[config.mk]
export PLATFORM = sky130hd
export DESIGN_NAME = pc_fetch_unit
export DESIGN_NICKNAME = d
export VERILOG_FILES = /design/src/rtl/pc_fetch_unit.sv
export SDC_FILE = /design/constraint.sdc
export NUM_CORES = 1
export LEC_CHECK = 0
export ABC_CLOCK_PERIOD_IN_PS = 4370
export CORE_AREA = 2 2 91 93
export CTS_CLUSTER_SIZE = 24
export DETAILED_ROUTE_END_ITERATION = 10
export DIE_AREA = 0 0 93 95
export GPL_TIMING_DRIVEN = 0
export PLACE_DENSITY = 0.86
export SYNTH_ARGS = -nofsm -noshare
export SYNTH_HDL_FRONTEND = slang
export SYNTH_SLANG_ARGS = --single-unit
[constraint.sdc]
create_clock -name clk -period 4.37 [get_ports clk]
set_input_delay 0.874 -clock clk [delete_from_list [all_inputs] [get_ports clk]]
set_output_delay 0.874 -clock clk [all_outputs]
set_load 0.1 [all_outputs]
[src/rtl/pc_fetch_unit.sv]
// Program-counter fetch unit: BOOT/RUN/HALTED sequencing with prioritised redirects.
// Latency: a redirect reaches pc one clock after it is accepted; misaligned pulses one clock after the request.
// Backpressure: while imem_ready=0 the pc holds and the best redirect seen so far waits in a one-entry pending slot.
module pc_fetch_unit #(
    parameter int                   PC_WIDTH     = 16,
    parameter logic [PC_WIDTH-1:0]  RESET_VECTOR = '0,
    parameter logic [PC_WIDTH-1:0]  TRAP_VECTOR  = 'h10
) (
    input  logic                clk,
    input  logic                rst,
    input  logic                pc_src,
    input  logic [PC_WIDTH-1:0] pc_target,
    input  logic                jalr,
    input  logic [PC_WIDTH-1:0] jalr_base,
    input  logic [PC_WIDTH-1:0] jalr_offset,
    input  logic                trap,
    input  logic                halt_req,
    input  logic                resume,
    input  logic                imem_ready,
    output logic [PC_WIDTH-1:0] pc,
    output logic [PC_WIDTH-1:0] pc_plus4,
    output logic                pc_valid,
    output logic                misaligned,
    output logic                halted
);

    localparam logic [1:0] ST_BOOT = 2'd0;
    localparam logic [1:0] ST_RUN  = 2'd1;
    localparam logic [1:0] ST_HALT = 2'd2;

    // Redirect priority codes; NONE doubles as "pending slot empty".
    localparam logic [1:0] PRI_NONE = 2'd0;
    localparam logic [1:0] PRI_BR   = 2'd1;
    localparam logic [1:0] PRI_JALR = 2'd2;
    localparam logic [1:0] PRI_TRAP = 2'd3;

    logic [1:0]          state;
    logic [1:0]          pend_pri;
    logic [PC_WIDTH-1:0] pend_tgt;

    logic [PC_WIDTH-1:0] br_tgt;
    logic [PC_WIDTH-1:0] jalr_sum;
    logic [PC_WIDTH-1:0] jalr_tgt;

    logic [1:0]          req_pri;
    logic [PC_WIDTH-1:0] req_tgt;
    logic                req_bad;

    logic                take_new;
    logic [1:0]          eff_pri;
    logic [PC_WIDTH-1:0] eff_tgt;

    assign pc_plus4 = pc + PC_WIDTH'(4);
    assign pc_valid = (state == ST_RUN);
    assign halted   = (state == ST_HALT);

    assign br_tgt   = pc + pc_target;
    assign jalr_sum = jalr_base + jalr_offset;
    assign jalr_tgt = {jalr_sum[PC_WIDTH-1:1], 1'b0};

    // Pick this cycle's winning request; a misaligned winner is dropped, not replaced by a lower one.
    always_comb begin
        req_pri = PRI_NONE;
        req_tgt = pc_plus4;
        req_bad = 1'b0;
        if (trap) begin
            req_pri = PRI_TRAP;
            req_tgt = TRAP_VECTOR;
        end else if (jalr) begin
            if (jalr_tgt[1]) begin
                req_bad = 1'b1;
            end else begin
                req_pri = PRI_JALR;
                req_tgt = jalr_tgt;
            end
        end else if (pc_src) begin
            if (br_tgt[1:0] != 2'b00) begin
                req_bad = 1'b1;
            end else begin
                req_pri = PRI_BR;
                req_tgt = br_tgt;
            end
        end
    end

    // Merge the new request with the pending one: equal or higher priority replaces it.
    always_comb begin
        take_new = (req_pri != PRI_NONE) && (req_pri >= pend_pri);
        eff_pri  = take_new ? req_pri : pend_pri;
        eff_tgt  = take_new ? req_tgt : pend_tgt;
    end

    // State, pc and pending-slot sequencing.
    always_ff @(posedge clk or posedge rst) begin
        if (rst) begin
            state      <= ST_BOOT;
            pc         <= RESET_VECTOR;
            pend_pri   <= PRI_NONE;
            pend_tgt   <= '0;
            misaligned <= 1'b0;
        end else begin
            case (state)
                ST_BOOT: begin
                    misaligned <= 1'b0;
                    state      <= ST_RUN;
                end
                ST_RUN: begin
                    misaligned <= req_bad;
                    if (imem_ready) begin
                        pc       <= (eff_pri != PRI_NONE) ? eff_tgt : pc_plus4;
                        pend_pri <= PRI_NONE;
                        // A trap taken on this boundary overrides the halt request.
                        if (halt_req && (eff_pri != PRI_TRAP)) begin
                            state <= ST_HALT;
                        end
                    end else begin
                        pend_pri <= eff_pri;
                        pend_tgt <= eff_tgt;
                    end
                end
                ST_HALT: begin
                    misaligned <= 1'b0;
                    pend_pri   <= PRI_NONE;
                    if (trap) begin
                        pc    <= TRAP_VECTOR;
                        state <= ST_RUN;
                    end else if (resume) begin
                        state <= ST_RUN;
                    end
                end
                default: begin
                    misaligned <= 1'b0;
                    pend_pri   <= PRI_NONE;
                    state      <= ST_BOOT;
                end
            endcase
        end
    end

endmodule

==> metrics <==
period utilization 96.7%; Worst Tran Pin Value 990 ps; power share of the clock group 6.8%; fmax 237 MHz; asr flop ratio synth 100%; Worst setup SP type primary input; routed len/inst 17.5 µm; Sink Count 37; Inst Count DP 686; Seq/Total Area, Yosys 23.4%; area grow syn2layout 30.8%; largest family of logic cells by synthesized area compound AO/OA/AOI/OAI gates; RD Place Congestion 0.902; Routed WL 12400 µm; GRT overflow 0; Internal 0.00142 W; clk root buf clkbuf_8; peak supply drop 291 µV; largest net degree at the start of global routing 38; # H-tree levels 2; combinational share of power 75.8%; proportion of synthesized area in mux cells 1.77%; Pleak 2.21 nW; dpl hpwl 9360 µm; DRC errors left 0; PortBufs 89; Main synth FF type dfrtp_1; post-synth top area share 23.4%; min cycle time layout 4230 ps; first drt pass iteration count 5; antenna violations before repair 0; clock transition at the registers of the reported paths 80 ps; max-slew violations 0; P_sw 0.00214 W; Layout Skew 9.95 ps; cell taking the most area after synthesis dfrtp_1; simple-gate share of the synthesized area 21.6%; Net Sw Frac 60.2%; Syn. warnings 0; first-pass GRT wire length 19200 µm; max-cap violations 0; critical path endpoint category register; mean area per synthesized cell 8.06 µm²; status completed; type of the most critical hold path reg2reg; Synth Area in Compound Gates 30.1%; Post-Synthesis Cells 492; number of synthesized flops with an enable pin 0; synth top area cells dfrtp_1, ha_1, o21ai_0; final hold viol count 0; Die Area 8840 µm²; critical path class in2reg; Setup Viol. Count Final 0; vias per inst 6.15; Power Density 685 nW/µm²; Final #Nets 691; Netlist cell types 69; xor-xnor portion of the synthesized cell area 6.63%; Placement Rows 33; DR vias 4333; Yosys reg bits 37; cts bufs inserted 5; Worst Path Required 4560 ps; number of global-route vias before repair 3961; share of cells above drive strength 1 9.18%; height of the chip 95 µm; most frequent cells after synthesis nand2_1, o21ai_0, nor2_1; worst slew margin relative to its limit 33.8%; initial detailed-routing violation count 485; Mapped Nets 585; initial core utilization 50.0%; total global routing track utilization 27.3%; Post-CTS Hold Fix Bufs 0; DIE WIDTH 93 µm; Post-Layout Cell Count 704; n_diodes 0; Core Footprint 7930 µm²; CTS tree built; area share of fa/ha/maj cells after synthesis 12.1%; Final ANT Viol Nets 0; Flop pwr share 17.4%; worst-path fanout max 10; buffers from clock root to sink, at most 2; io pins 91; Worst EP arrival 4420 ps; post-layout util 65.4%; Mapped Area 3970 µm²; worst skew pair latency 300 ps; most frequent cell after synthesis nand2_1
[layout by cell type, fill, tap and decap left out, types with 3 or more instances in the layout]
cell             count
nand2b_1             7
clkdlybuf4s50_1     89
o31ai_1              4
o211ai_1             5
o21ai_0             43
mux2i_1              7
a21boi_0             3
nor2_1              36
xnor2_1             15
nor2b_1              6
nand2_1             51
a21o_1              12
xor2_1              15
and2_1               6
ha_1                35
buf_4               13
a21oi_1             33
clkbuf_8             5
a311oi_1             3
a2111oi_0            3
nand4_1              9
or2_2                4
a22oi_1              5
o221ai_1             3
a211oi_1            10
dfrtp_1             36
buf_2                4
o21a_1               7
nor4_1               3
o21ai_1              3
o41ai_1              5
a22o_1               7
nor2_2               3
clkbuf_4             3
nand3_1             17
inv_1               20
clkbuf_1             9
a31oi_1              4
[sequential cells by signal, indices dropped and copies added (netlist names)]
register    cells
pc             16
pend_tgt       16
pend_pri        2
state           2
misaligned      1
[power by group through the flow]
stage	logic [W]	registers, W	clock network, W
2_1_floorplan	0.00160	0.000934	0
3_5_place_dp	0.00255	0.000615	0
3_3_place_gp	0.00250	0.000606	0
4_1_cts	0.00260	0.000611	0.000237
5_1_grt	0.00287	0.000633	0.000249
6_report	0.00270	0.000619	0.000241
[timing repair]
action                                  in CTS  in global routing
buffers inserted                             4                  6
pin swaps                                    2                  2
endpoints found under the setup margin      35                 26
resized for setup                            4                  9
[per-stage QoR]
stage	setup WS [ps]	total power [W]	instance area (µm²)	hold WS (ps)	TNS, ps
3_5_place_dp	-1260	0.00316	4990	472	-29960
5_1_grt	-19.2	0.00375	5190	510	-48.0
2_1_floorplan	88.2	0.00253	3970	445	0
3_3_place_gp	-1140	0.00311	4990	458	-28000
6_report	143	0.00356	5190	494	0
4_1_cts	76.3	0.00345	5120	489	0
[per-layer routing]
layer	track usage, %	vias to the layer above	wire length, µm
met5	0	-	0
met4	8.21	0	282
met3	3.75	29	1060
met2	47.2	247	5970
met1	35.6	2013	5040
li1	-	2044	-
[path summary, 6_finish.rpt]
check	start	to	slack, ps	cells past startpoint
max	jalr_base[1]	pc[13]$_DFFE_PP0P_	140	16
min	pend_tgt[9]$_DFFE_PP0P_	pend_tgt[9]$_DFFE_PP0P_	490	2
max reg2reg	pc[0]$_DFFE_PP0P_	pc[13]$_DFFE_PP0P_	740	14
min reg2reg	pend_tgt[9]$_DFFE_PP0P_	pend_tgt[9]$_DFFE_PP0P_	490	2
max in group asynchronous	rst	pc[0]$_DFFE_PP0P_	2780	2
min in group asynchronous	rst	misaligned$_DFF_PP0_	1030	2
[critical path: stages]
cell,delay (ps)
clkdlybuf4s50_1,480
inv_1,60
fa_1,660
and2_1,220
buf_2,260
clkbuf_4,250
nor2_2,60
inv_1,60
ha_1,260
a21oi_4,290
nor2_2,140
nor3_4,210
buf_4,170
a31oi_1,80
o21a_1,210
o21a_1,110
[final cells by class]
class                      count  area [µm²]
fill                         690        2740
timing repair buffer          99         966
clock buffer                   6        72.6
inverter                      21        78.8
multi-input combinational    415        2900
buffer                        19         106
sequential                    37         927
tap                          105         131
clock inverter                 2        10.0
[kinds of logic (layout without fill, tap and decap cells)]
family / count (synthesis) / in the layout
AO/OA/AOI/OAI: 176 / 176
AND/OR/NAND/NOR: 165 / 165
buffers and inverters: 40 / 147
adder cells (fa/ha/maj): 37 / 37
flip-flops: 37 / 37
XOR/XNOR: 30 / 30
multiplexers: 7 / 7
(Power assumes the default switching activity.)
